### src/rtl/lfsr_bank.sv
// ============================================================================
// lfsr_bank : bank of independent XNOR-feedback LFSRs with seed loading,
//             warm-up tracking and all-ones lock-state recovery.
// Rev 1.0
// ============================================================================
`default_nettype none

module lfsr_bank #(
    parameter int              WIDTH      = 25,
    parameter int              CHANNELS   = 4,
    parameter logic [WIDTH-1:0] TAP_MASK  = WIDTH'(25'h0000009),
    parameter int              STEPS      = 1,
    parameter logic [63:0]     RESET_SEED = 64'd1,
    parameter int              WARMUP     = 8,
    localparam int             CW         = (CHANNELS > 1) ? $clog2(CHANNELS) : 1
) (
    input  logic                      Clk,
    input  logic                      Reset,
    input  logic                      Enable,
    input  logic                      load_valid,
    output logic                      load_ready,
    input  logic [CW-1:0]             load_chan,
    input  logic [WIDTH-1:0]          load_seed,
    input  logic                      clear_lockup,
    output logic [CHANNELS*WIDTH-1:0] pseudo_rand,
    output logic [CHANNELS-1:0]       rand_valid,
    output logic [CHANNELS-1:0]       lockup
);

    function automatic logic [WIDTH-1:0] f_step(input logic [WIDTH-1:0] s);
        logic [WIDTH-1:0] v;
        v = s;
        for (int i = 0; i < STEPS; i++) begin
            v = {~^(v & TAP_MASK), v[WIDTH-1:1]};
        end
        return v;
    endfunction

    logic r_load_ready;
    logic w_take;

    assign w_take     = load_valid & r_load_ready;
    assign load_ready = r_load_ready;

    // Ready drops for exactly one cycle after each accepted transfer.
    always_ff @(posedge Clk or negedge Reset) begin
        if (!Reset) begin
            r_load_ready <= 1'b1;
        end else begin
            r_load_ready <= ~w_take;
        end
    end

    for (genvar c = 0; c < CHANNELS; c++) begin : g_chan
        localparam logic [WIDTH-1:0] C_SEED = WIDTH'(RESET_SEED + 64'(c));

        logic [WIDTH-1:0] r_state;
        logic [7:0]       r_cnt;
        logic             r_lock;
        logic             w_hit;
        logic             w_set;

        // Out-of-range channel indices match no channel and so change nothing.
        assign w_hit = w_take && (load_chan == CW'(c));
        assign w_set = w_hit ? (&load_seed) : (Enable && (&r_state));

        always_ff @(posedge Clk or negedge Reset) begin
            if (!Reset) begin
                r_state <= C_SEED;
                r_cnt   <= 8'd0;
                r_lock  <= 1'b0;
            end else begin
                if (w_hit) begin
                    r_state <= (&load_seed) ? C_SEED : load_seed;
                    r_cnt   <= 8'd0;
                end else if (Enable) begin
                    r_state <= (&r_state) ? C_SEED : f_step(r_state);
                    if (r_cnt != 8'(WARMUP)) begin
                        r_cnt <= r_cnt + 8'd1;
                    end
                end
                r_lock <= w_set | (r_lock & ~clear_lockup);
            end
        end

        assign pseudo_rand[c*WIDTH +: WIDTH] = r_state;
        assign rand_valid[c]                 = (r_cnt == 8'(WARMUP));
        assign lockup[c]                     = r_lock;
    end

endmodule

`default_nettype wire

### config.mk
export PLATFORM = sky130hd
export DESIGN_NAME = lfsr_bank
export DESIGN_NICKNAME = d
export VERILOG_FILES = /design/src/rtl/lfsr_bank.sv
export SDC_FILE = /design/constraint.sdc
export NUM_CORES = 1
export LEC_CHECK = 0
export BUFFER_PORTS_ARGS = -buffer_cell sky130_fd_sc_hd__buf_4
export CAP_MARGIN = 10
export CORE_MARGIN = 2
export CORE_UTILIZATION = 55
export DETAILED_ROUTE_END_ITERATION = 8
export PLACE_DENSITY_LB_ADDON = 0.1
export RECOVER_POWER = 100
export SLEW_MARGIN = 20
export SYNTH_ARGS = -nofsm -noshare
export SYNTH_HDL_FRONTEND = slang
export SYNTH_SLANG_ARGS = --single-unit
### constraint.sdc
create_clock -name Clk -period 2.5 [get_ports Clk]
set_clock_uncertainty 0.2 [all_clocks]
set_input_delay 0.25 -clock Clk [delete_from_list [all_inputs] [get_ports Clk]]
set_output_delay 0.25 -clock Clk [all_outputs]
set_load 0.005 [all_outputs]
==> flow_summary.toml, run 1 <==
[final_layout]
diodes = 0
layout.core_utilization_pct = 72.7
post_layout_nets = 891
fillers = 963
final_layout_size_suffix_gt1_share_pct = 22.9
area_growth_pct = 30.0

[sta]
period_share_pct = 93.8
clock.fmax_mhz = 426
timing.setup.tns_ns = 0
period_minus_slack_ns = 2.35
setup_ws_ns = 0.155
timing.final.setup_violations = 0
rsz0062_at_grt = "false"
worstMarginPinSlew_ns = 1.42
max_slew_margin_pct = 5.23
max_slew_violation_count = 0
timing.final.hold_violations = 0

[power_and_ir_drop]
worst_ir_drop_vdd_mv = 0.492
power_per_cell_area_nw_per_um2 = 834
leakage_nw = 4.19
swShare_pct = 31.8
combPwrFrac_pct = 25.0
p_sw_mw = 2.42
power.share.clock_pct = 31.5
sequentialPowerShare_pct = 43.5
internal-power_mw = 5.19

[detailed_routing]
route.vias.total = 6941
detail_route.wl_per_cell_microns = 22.6
drt_first_iter_violations = 1104
detail_route.drc_violations = 0
ant_nets = 0
drt_pass1_iterations = 5
post_drt_via_cell_ratio = 6.71
wirelength_microns = 23400

[cts]
tritoncts = "done"
numCtsBuffers = 17
worstSkewPairLatency_ns = 0.43
register_clock_pin_slew_on_the_reported_worst_setup_and_hold_paths_ns = 0.06
cts.htree.levels = 4
cts-root-buf = "sky130_fd_sc_hd__clkbuf_16"
clock_sinks = 137
setup_repair_bufs_after_cts = 0
max-clock-path-buffers = 2

[setup_path]
worst_setup_path_end_kind = "flip-flop"
cell_by_cell_trace_of_the_critical_path = "buf_4 -> nand4_1 -> or4_4 -> o21ai_0 -> a22oi_1"
critical_path.slowest_cell = "sky130_fd_sc_hd__o21ai_0"
path_buf_inv = 1
critical_path_required_ns = 2.56
cp_slowest_stage_delay_ns = 0.87
crit_type = "in2reg"
crit_path_start_kind = "input port"
crit_arrival_ns = 2.40
path_max_fanout = 21
crit_family = "compound AO/OA/AOI/OAI gates"

[floorplanning]
die_h_microns = 117
fp.dieW_microns = 117
floorplan.die_area_sq_um = 13700
initial_core_util_pct = 55.9
io-pin-count = 141
core.rowCount = 41
core_sq_um = 12600

[yosys]
yosys_register_bits = 137
synthDistinctLibCells = 47
syn-num-nets = 723
syn_area_per_cell_sq_um = 10.3
synth_enable_flop_cells = 0
synthArstFlopShare_pct = 100
synth-main-ff-cell = "sky130_fd_sc_hd__dfrtp_1"
synthCells = 683
yosys_warnings = 0
syn_area_sq_um = 7020
synth_sequential_area_ratio_pct = 48.9

[placed_design]
dpl_worst_slack_ns = -0.210
gp_congestion = 0.888
half_perimeter_wire_length_after_placement_microns = 15400
io_buffer_count = 140

[global_route]
number_of_antenna_violations_at_the_first_check_in_global_routing = 0
grtUsageTotal_pct = 34.9
maximum_number_of_pins_on_one_net_before_global_route_repair = 57
overflow = 0
grt_pass1_wl_microns = 35600
grt_pass1_vias = 6445

[status]
outcome = "finished, final reports clean"

[worst_hold_path]
holdCritPathClass = "in2reg"

[job]
drv_cap = 0
==> tightest hold or removal path, stage by stage <==
cell,delay (ns)
sky130_fd_sc_hd__buf_4,0.13
sky130_fd_sc_hd__o21ai_0,0.13
sky130_fd_sc_hd__a22oi_1,0.09
==> power groups by stage <==
stage / clock network (mW) / registers, mW / logic [mW]
final: 2.40 / 3.31 / 1.91
after global routing: 2.51 / 3.37 / 2.11
after CTS: 2.41 / 3.29 / 1.99
after detailed placement: 0 / 3.32 / 1.93
after global placement: 0 / 3.30 / 1.87
after floorplan: 0 / 3.19 / 0.981
==> sequential cells by signal (all words and copies together) (netlist names) <==
name and flops:
g_chan.r_lock 4, g_chan.r_cnt 32, g_chan.r_state 100, load_ready 1
==> placed cells by master, fill, tap and decap left out, drive strengths merged, types with 3 or more instances in the layout <==
cell         count
inv             10
o211ai          45
and2             3
clkbuf         136
a221o           56
or4b             3
or3             11
o21ai           31
xnor2           11
nand4           34
nor2b            3
a211o            3
nor3             8
dfstp            6
or3b             3
mux2i            9
ha               8
dlygate4sd3     29
a22oi           39
nand2           20
xor2            13
nor2            34
and3            58
dfrtp          131
buf             66
o21ba            3
nand3           10
clkinv           5
or4              5
a21oi           54
==> layout make-up <==
cell class / count / area (sq um) / area share [%]
Multi-Input combinational cell: 477 / 3310 / 36.2
Clock buffer: 23 / 488 / 5.34
Tap cell: 172 / 215 / 2.36
Timing Repair Buffer: 208 / 1580 / 17.3
Sequential cell: 137 / 3440 / 37.6
Inverter: 10 / 37.5 / 0.411
Clock inverter: 8 / 70.1 / 0.767
==> worst paths after layout <==
check	startpoint	slack, ns	cells past startpoint	endpoint
max in group asynchronous	Reset	0.43	3	g_chan[2].r_state[8]$_DFFE_PN0P_
max reg2reg	g_chan[1].r_state[1]$_DFFE_PN1P_	0.18	4	g_chan[1].r_state[9]$_DFFE_PN0P_
max	load_seed[9]	0.15	5	g_chan[1].r_state[4]$_DFFE_PN0P_
min	load_seed[11]	0.03	3	g_chan[2].r_state[11]$_DFFE_PN0P_
min in group asynchronous	Reset	0.48	2	g_chan[1].r_cnt[7]$_DFFE_PN0P_
min reg2reg	g_chan[1].r_cnt[7]$_DFFE_PN0P_	0.35	2	g_chan[1].r_cnt[7]$_DFFE_PN0P_
==> through the flow <==
step	hold slack [ns]	cells	instance area [sq um]	power, mW
floorplan	-0.246	683	7020	4.17
global placement	0.0378	975	8390	5.17
detailed placement	0.0456	975	8390	5.25
CTS	0.0120	1035	9240	7.69
global route	0.0250	1035	9130	8.00
finish	0.0308	1035	9130	7.61
==> per-layer routing <==
layer | global-route usage [%] | vias to the layer above | routed length (microns) | share of wire [%]
li1 | - | 3005 | - | -
met4 | 19.0 | 0 | 1250 | 5.3
met5 | 0 | - | 0 | 0
met2 | 51.3 | 482 | 10500 | 45
met1 | 48.1 | 3338 | 9260 | 40
met3 | 8.44 | 116 | 2380 | 10
==> Yosys cell counts, types with 4 or more instances <==
cell type	instances	area, sq um
sky130_fd_sc_hd__dfrtp_1	131	3280
sky130_fd_sc_hd__a22oi_1	39	293
sky130_fd_sc_hd__a21oi_1	53	265
sky130_fd_sc_hd__o21ai_1	6	30.0
sky130_fd_sc_hd__buf_4	4	30.0
sky130_fd_sc_hd__nor3_1	7	35.0
sky130_fd_sc_hd__nand4_1	34	213
sky130_fd_sc_hd__xor2_1	13	114
sky130_fd_sc_hd__nand2_1	20	75.1
sky130_fd_sc_hd__ha_1	8	100
sky130_fd_sc_hd__buf_1	4	15.0
sky130_fd_sc_hd__and3_1	58	363
sky130_fd_sc_hd__a221o_1	56	561
sky130_fd_sc_hd__clkbuf_1	43	161
sky130_fd_sc_hd__dfstp_2	6	158
sky130_fd_sc_hd__or3_1	11	68.8
sky130_fd_sc_hd__nand3_1	10	50.1
sky130_fd_sc_hd__o211ai_1	45	338
sky130_fd_sc_hd__xnor2_1	11	96.3
sky130_fd_sc_hd__o21ai_0	25	125
sky130_fd_sc_hd__inv_1	10	37.5
sky130_fd_sc_hd__nor2_1	34	128
sky130_fd_sc_hd__buf_2	6	30.0
sky130_fd_sc_hd__mux2i_1	9	90.1
sky130_fd_sc_hd__or4_1	4	30.0
==> repair_timing <==
action | in CTS | in global routing
resized for setup | 0 | 1
hold buffers | 29 | 0
endpoints found under the hold margin | 121 | 0
setup endpoints to repair | 0 | 1
==> kinds of logic after synthesis <==
kind of cell / Yosys count / synth area share [%]
buf+inv: 69 / 4.22
mux: 9 / 1.28
compound gates: 235 / 24.4
fa+ha+maj: 8 / 1.43
flops: 137 / 48.9
simple gates: 201 / 16.8
xor+xnor: 24 / 2.99
No activity file was read; power rests on OpenSTA's default activity.
==> inputs of run 2 (changes only) <==
--- a/config.mk
+++ b/config.mk
@@ -8,7 +8,7 @@
 export BUFFER_PORTS_ARGS = -buffer_cell sky130_fd_sc_hd__buf_4
 export CAP_MARGIN = 10
 export CORE_MARGIN = 2
-export CORE_UTILIZATION = 55
+export CORE_UTILIZATION = 50
 export DETAILED_ROUTE_END_ITERATION = 8
 export PLACE_DENSITY_LB_ADDON = 0.1
 export RECOVER_POWER = 100
==> constraint.sdc (replaced) <==
create_clock -name Clk -period 1.9 [get_ports Clk]
set_clock_uncertainty 0.2 [all_clocks]
set_input_delay 0.19 -clock Clk [delete_from_list [all_inputs] [get_ports Clk]]
set_output_delay 0.19 -clock Clk [all_outputs]
set_load 0.005 [all_outputs]
==> run 2 against run 1 <==
  * The run now ends with negative setup slack left
  * Hold slack better by 0.0023 ns
  * Count of clock-buffer cells in the layout is 2 lower
  * Register-to-register slack worse by 0.38 ns
  * Sequential power grew 24%
  * Utilization rose by 3.7 points
  * Sequential share of layout area shrank 5.1 points
  * Highest routed layer unchanged
  * First-iteration DRC count down 13%
  * Via count up 12%
  * Non-clock buffer count increased by 151
  * Critical path type is now reg2out
  * Wire length grew 18%
  * Cell count is 16% higher
==> flow_summary.toml, run 2 (synthesis results as in run 1) <==
[final_layout]
largestRegisters = "g_chan.r_state x100, g_chan.r_cnt x32, g_chan.r_lock x4"
post_layout_nets = 1044
registers.top_by_ff_count = "g_chan.r_state"
area_growth_pct = 50.4
layout_common_cells = "sky130_fd_sc_hd__buf_4, sky130_fd_sc_hd__dfrtp_1, sky130_fd_sc_hd__clkbuf_1"
largest_register_ff_count = 100
final_layout_size_suffix_gt1_share_pct = 33.6
fillers = 989
layout.cells.most_common = "sky130_fd_sc_hd__buf_4"

[floorplanning]
floorplan.die_area_sq_um = 15000
initial_core_util_pct = 50.8
core_sq_um = 13800
fp.dieW_microns = 123
die_h_microns = 123
io-pin-count = 141
core.rowCount = 43

[detailed_routing]
post_drt_via_cell_ratio = 6.49
route.vias.total = 7776
ant_nets = 0
drt_first_iter_violations = 964
detail_route.drc_violations = 0
wirelength_microns = 27500
detail_route.wl_per_cell_microns = 23.0
drt_pass1_iterations = 8

[status]
violated_checks = "negative setup slack"
outcome = "complete, but fails checks"

[setup_path]
critical_path_required_ns = 1.51
critical_path.slowest_cell = "sky130_fd_sc_hd__or4b_4"
cell_by_cell_trace_of_the_critical_path = "inv_2 -> ha_4 -> or4b_4 -> nor2_4 -> buf_6"
cp_slowest_stage_delay_ns = 0.49
crit_arrival_ns = 1.74
path_max_fanout = 2
crit_type = "reg2out"
crit_path_start_kind = "flip-flop"
worst_setup_path_end_kind = "output pin"

[sta]
max_slew_violation_count = 0
rsz0062_at_grt = "true"
clock.fmax_mhz = 470
worstMarginPinSlew_ns = 1.12
setup_ws_ns = -0.227
timing.final.setup_violations = 95
timing.setup.tns_ns = -7.77
max_slew_margin_pct = 25.5
period_minus_slack_ns = 2.13
timing.final.hold_violations = 0
period_share_pct = 112

[power_and_ir_drop]
leakage_nw = 4.91
power_per_cell_area_nw_per_um2 = 1130
power_total_mw = 11.9
worst_ir_drop_vdd_mv = 0.744

[global_route]
grt_pass1_vias = 7549
overflow = 0
global_route.usage.met3_pct = 7.99
globalRouteMet1Util_pct = 50.0
gr-usage-met2_pct = 57.9
number_of_antenna_violations_at_the_first_check_in_global_routing = 0
maximum_number_of_pins_on_one_net_before_global_route_repair = 43
grt_pass1_wl_microns = 42100
grtUsageTotal_pct = 37.4
grt-busiest-layer = "met2"

[cts]
cts.htree.levels = 4
cts-root-buf = "sky130_fd_sc_hd__clkbuf_16"
worstSkewPairLatency_ns = 0.42
max-clock-path-buffers = 2
register_clock_pin_slew_on_the_reported_worst_setup_and_hold_paths_ns = 0.06
numCtsBuffers = 17
clock_sinks = 137
tritoncts = "done"

[placed_design]
io_buffer_count = 140
gp_congestion = 0.926
half_perimeter_wire_length_after_placement_microns = 18300
dpl_worst_slack_ns = -0.162

[worst_hold_path]
holdCritPathClass = "in2reg"

[job]
drv_cap = 0
==> run 2: changes by cell type in the layout (fill, tap and decap cells not counted), sizes merged <==
| cell | before | now |
|---|---|---|
| buf | 66 | 220 |
| bufinv | 1 | 6 |
| clkbuf | 136 | 133 |
| dlygate4sd3 | 29 | 27 |
| o21ba | 3 | 5 |
| clkinv | 5 | 4 |
| clkinvlp | 2 | 1 |
| diode | 0 | 1 |
==> run 2: layout make-up <==
cell class | count | area, sq um | share of cell area, %
multi-input cells | 479 | 3550 | 33.6
flip-flops and latches | 137 | 3440 | 32.5
repair buffers | 359 | 2620 | 24.8
clock buffers | 21 | 480 | 4.55
well taps | 180 | 225 | 2.13
clock inverters | 11 | 215 | 2.04
inverters | 10 | 37.5 | 0.355
diodes | 1 | 2.50 | 0.0237
==> run 2: layer usage <==
metal	up-vias	part of all wire (%)
li1	3340	-
met1	3818	39
met2	520	47
met3	98	9.8
met4	0	4.2
met5	-	0
==> run 2: final timing paths <==
path	start	end	slack [ns]	cells after the start
max	g_chan[1].r_cnt[0]$_DFFE_PN0P_	rand_valid[1]	-0.23	5
min	load_seed[5]	g_chan[3].r_state[5]$_DFFE_PN0P_	0.03	3
max reg2reg	g_chan[1].r_cnt[0]$_DFFE_PN0P_	g_chan[1].r_cnt[2]$_DFFE_PN0P_	-0.20	8
min reg2reg	g_chan[3].r_cnt[7]$_DFFE_PN0P_	g_chan[3].r_cnt[7]$_DFFE_PN0P_	0.35	2
max in group asynchronous	Reset	g_chan[2].r_state[0]$_DFFE_PN1P_	0.15	3
min in group asynchronous	Reset	g_chan[3].r_cnt[6]$_DFFE_PN0P_	0.31	2
==> run 2: where the power goes <==
part	internal, mW	total [mW]	switching, mW
logic	2.09	3.98	1.89
registers	3.57	4.09	0.523
clock network	2.60	3.87	1.27
total	8.26	11.9	3.68
==> run 2: critical path: cells and delay by family, from the launching register on <==
| kind | cells | cell delay [ns] |
|---|---|---|
| buffers and inverters | 2 | 0.20 |
| DFF | 1 | 0.40 |
| adders and majority gates | 1 | 0.11 |
| and+or+nand+nor | 2 | 0.61 |
==> run 2: stage by stage <==
| stage | std cells | util, % | instance area (sq um) | hold slack (ns) |
|---|---|---|---|---|
| global route | 1197 | 76.4 | 10600 | 0.0174 |
| detailed placement | 1111 | 68.3 | 9440 | 0.0346 |
| global placement | 1111 | 68.3 | 9440 | 0.0233 |
| floorplan | 683 | - | 7070 | -0.306 |
| CTS | 1191 | 78.1 | 10800 | 0.00662 |
| finish | 1198 | 76.4 | 10600 | 0.0331 |
==> run 2: what timing repair did <==
action	CTS	global route
gates cloned	6	0
hold buffers	27	0
setup buffers	15	9
pin swaps	37	66
gates resized for setup	45	24
endpoints found under the setup margin	93	115
hold endpoints to repair	87	0
==> inputs of run 3 (changes only) <==
--- a/config.mk
+++ b/config.mk
@@ -7,8 +7,10 @@
 export LEC_CHECK = 0
 export BUFFER_PORTS_ARGS = -buffer_cell sky130_fd_sc_hd__buf_4
 export CAP_MARGIN = 10
+export CELL_PAD_IN_SITES_DETAIL_PLACEMENT = 1
+export CELL_PAD_IN_SITES_GLOBAL_PLACEMENT = 2
 export CORE_MARGIN = 2
-export CORE_UTILIZATION = 50
+export CORE_UTILIZATION = 31
 export DETAILED_ROUTE_END_ITERATION = 8
 export PLACE_DENSITY_LB_ADDON = 0.1
 export RECOVER_POWER = 100
==> run 3 against run 2 <==
  * The run still ends with negative setup slack left
  * Global-route usage decreased by 11 points
  * Via count is 2.5% lower
  * Die area rose by 59%
  * Largest power group is now combinational logic
==> flow_summary.toml, run 3 (synthesis results as in run 1) <==
[status]
outcome = "complete, but fails checks"
violated_checks = "negative setup slack"

[sta]
timing.final.hold_violations = 0
max_slew_margin_pct = 12.6
setup_ws_ns = -0.254
timing.final.setup_violations = 107
period_share_pct = 113
timing.setup.tns_ns = -14.21
clock.fmax_mhz = 464
worstMarginPinSlew_ns = 1.31
max_slew_violation_count = 0
rsz0062_at_grt = "true"
period_minus_slack_ns = 2.15

[setup_path]
crit_path_start_kind = "flip-flop"
path_buf_inv = 0
cell_by_cell_trace_of_the_critical_path = "nand4_1 -> or4_4 -> o21ba_4 -> a221o_1"
critical_path.reg2reg.startpoint = "g_chan[0].r_state[0]$_DFFE_PN1P_"
crit_type = "reg2reg"
crit_arrival_ns = 2.25
setup.reg_to_reg.worst_slack_ns = -0.25
cp_slowest_stage_delay_ns = 0.62
critical_path.slowest_cell = "sky130_fd_sc_hd__or4_4"
path_max_fanout = 7
timing.reg2reg.worst_path_depth = 4
crit_family = "simple AND/OR/NAND/NOR gates"
worst_setup_path_end_kind = "flip-flop"
stages_on_the_worst_setup_path = 4
critical_path_required_ns = 1.99
crit-reg2reg-capture = "g_chan[0].r_state[19]$_DFFE_PN0P_"

[global_route]
grt-busiest-layer = "met2"
overflow = 0
maximum_number_of_pins_on_one_net_before_global_route_repair = 48
globalRouteMet1Util_pct = 35.1
global_route.usage.met3_pct = 5.80
grt_pass1_wl_microns = 48800
grtUsageTotal_pct = 26.9
gr-usage-met2_pct = 45.2
grt_pass1_vias = 7991
number_of_antenna_violations_at_the_first_check_in_global_routing = 1

[final_layout]
multi_input_comb_area_sq_um = 3560
largestRegisters = "g_chan.r_state x100, g_chan.r_cnt x32, g_chan.r_lock x4"
final_layout_size_suffix_gt1_share_pct = 34.2
largest_register_ff_count = 100
post_layout_nets = 1062
layout_common_cells = "sky130_fd_sc_hd__buf_4, sky130_fd_sc_hd__dfrtp_1, sky130_fd_sc_hd__clkbuf_1"
registers.top_by_ff_count = "g_chan.r_state"
post_layout_nonfiller_instances = 1321
layout.cells.most_common = "sky130_fd_sc_hd__buf_4"
stdcell_area_sq_um = 10900
area_growth_pct = 54.5
fillers = 2514
final-seq-area_sq_um = 3440

[placed_design]
io_buffer_count = 140
half_perimeter_wire_length_after_placement_microns = 21800
placement.cell_area_sq_um = 9690
gp_congestion = 0.873
post-place-cells = 1228

[detailed_routing]
post_drt_via_cell_ratio = 5.74
route.vias.total = 7584
detail_route.drc_violations = 0
drt_first_iter_violations = 440
ant_nets = 0
drt_pass1_iterations = 5
detail_route.wl_per_cell_microns = 24.1
wirelength_microns = 31800

[worst_hold_path]
holdCritPathClass = "in2reg"
min_delay_worst_endpoint = "g_chan[2].r_state[0]$_DFFE_PN1P_"
whs_path_depth = 3
worst_hold_startpoint = "Enable"

[floorplanning]
die_h_microns = 155
floorplan.die_area_sq_um = 23900
core.rowCount = 55
initial_core_util_pct = 31.3
core_sq_um = 22400
io-pin-count = 141
fp.dieW_microns = 155

[cts]
cts.htree.levels = 4
numCtsBuffers = 17
clock_sinks = 137
tritoncts = "done"
worstSkewPairLatency_ns = 0.42
cts-root-buf = "sky130_fd_sc_hd__clkbuf_16"
register_clock_pin_slew_on_the_reported_worst_setup_and_hold_paths_ns = 0.06
max-clock-path-buffers = 2

[power_and_ir_drop]
leakage_nw = 4.98
power_per_cell_area_nw_per_um2 = 1070
worst_ir_drop_vdd_mv = 0.540

[job]
drv_cap = 0
[run 3: area by class of cell]
type	instances	area share [%]
multi-input combinational	479	32.8
sequential	137	31.7
timing repair buffer	377	26.3
clock buffer	22	4.46
tap	285	3.29
clock inverter	10	1.07
inverter	10	0.346
antenna	1	0.0231
[run 3: per-stage QoR]
stage | total power [mW] | hold slack, ns | setup WS (ns) | util, %
2_1_floorplan | 5.51 | -0.306 | -0.134 | -
3_3_place_gp | 7.72 | -0.0435 | -0.211 | 43.2
3_5_place_dp | 7.91 | -0.0357 | -0.238 | 43.2
4_1_cts | 11.8 | 0.00157 | -0.280 | 49.4
5_1_grt | 12.3 | 0.0117 | -0.310 | 48.4
6_report | 11.7 | 0.00816 | -0.254 | 48.4
[run 3: worst max-delay path by stage]
stage	start	to	slack, ns
after floorplan	g_chan[2].r_state[1]$_DFFE_PN1P_	g_chan[2].r_state[24]$_DFFE_PN0P_	-0.13
after global placement	g_chan[2].r_state[1]$_DFFE_PN1P_	g_chan[2].r_lock$_DFF_PN0_	-0.21
after detailed placement	g_chan[2].r_state[1]$_DFFE_PN1P_	g_chan[2].r_lock$_DFF_PN0_	-0.24
after CTS	g_chan[3].r_cnt[1]$_DFFE_PN0P_	rand_valid[3]	-0.28
after global routing	g_chan[3].r_cnt[0]$_DFFE_PN0P_	rand_valid[3]	-0.31
final	g_chan[0].r_state[0]$_DFFE_PN1P_	g_chan[0].r_state[19]$_DFFE_PN0P_	-0.25
[run 3: worst reg2reg max path: cells and delay by family (launching register included)]
family / cells / cell delay (ns)
compound gates: 2 / 0.57
flops: 1 / 0.54
simple gates: 2 / 0.72
[run 3: what timing repair did]
item,in CTS,in global routing
gates resized for setup,51,21
endpoints found under the hold margin,169,0
setup endpoints to repair,97,117
setup buffers,19,9
hold buffers,25,0
cloned,10,1
pin swaps,37,59
[run 3: report_power, final]
group          internal [mW]  total [mW]  leakage (nW)  switching (mW)
combinational           2.20        4.19          2.96            1.99
sequential              3.57        4.05          1.73           0.484
clock                   2.07        3.41         0.292            1.34
[run 3: metal layers]
metal | part of all wire [%] | up-vias
met1 | 43 | 3903
met3 | 6.2 | 43
met5 | 0 | -
met4 | 2.1 | 0
li1 | - | 3359
met2 | 49 | 279
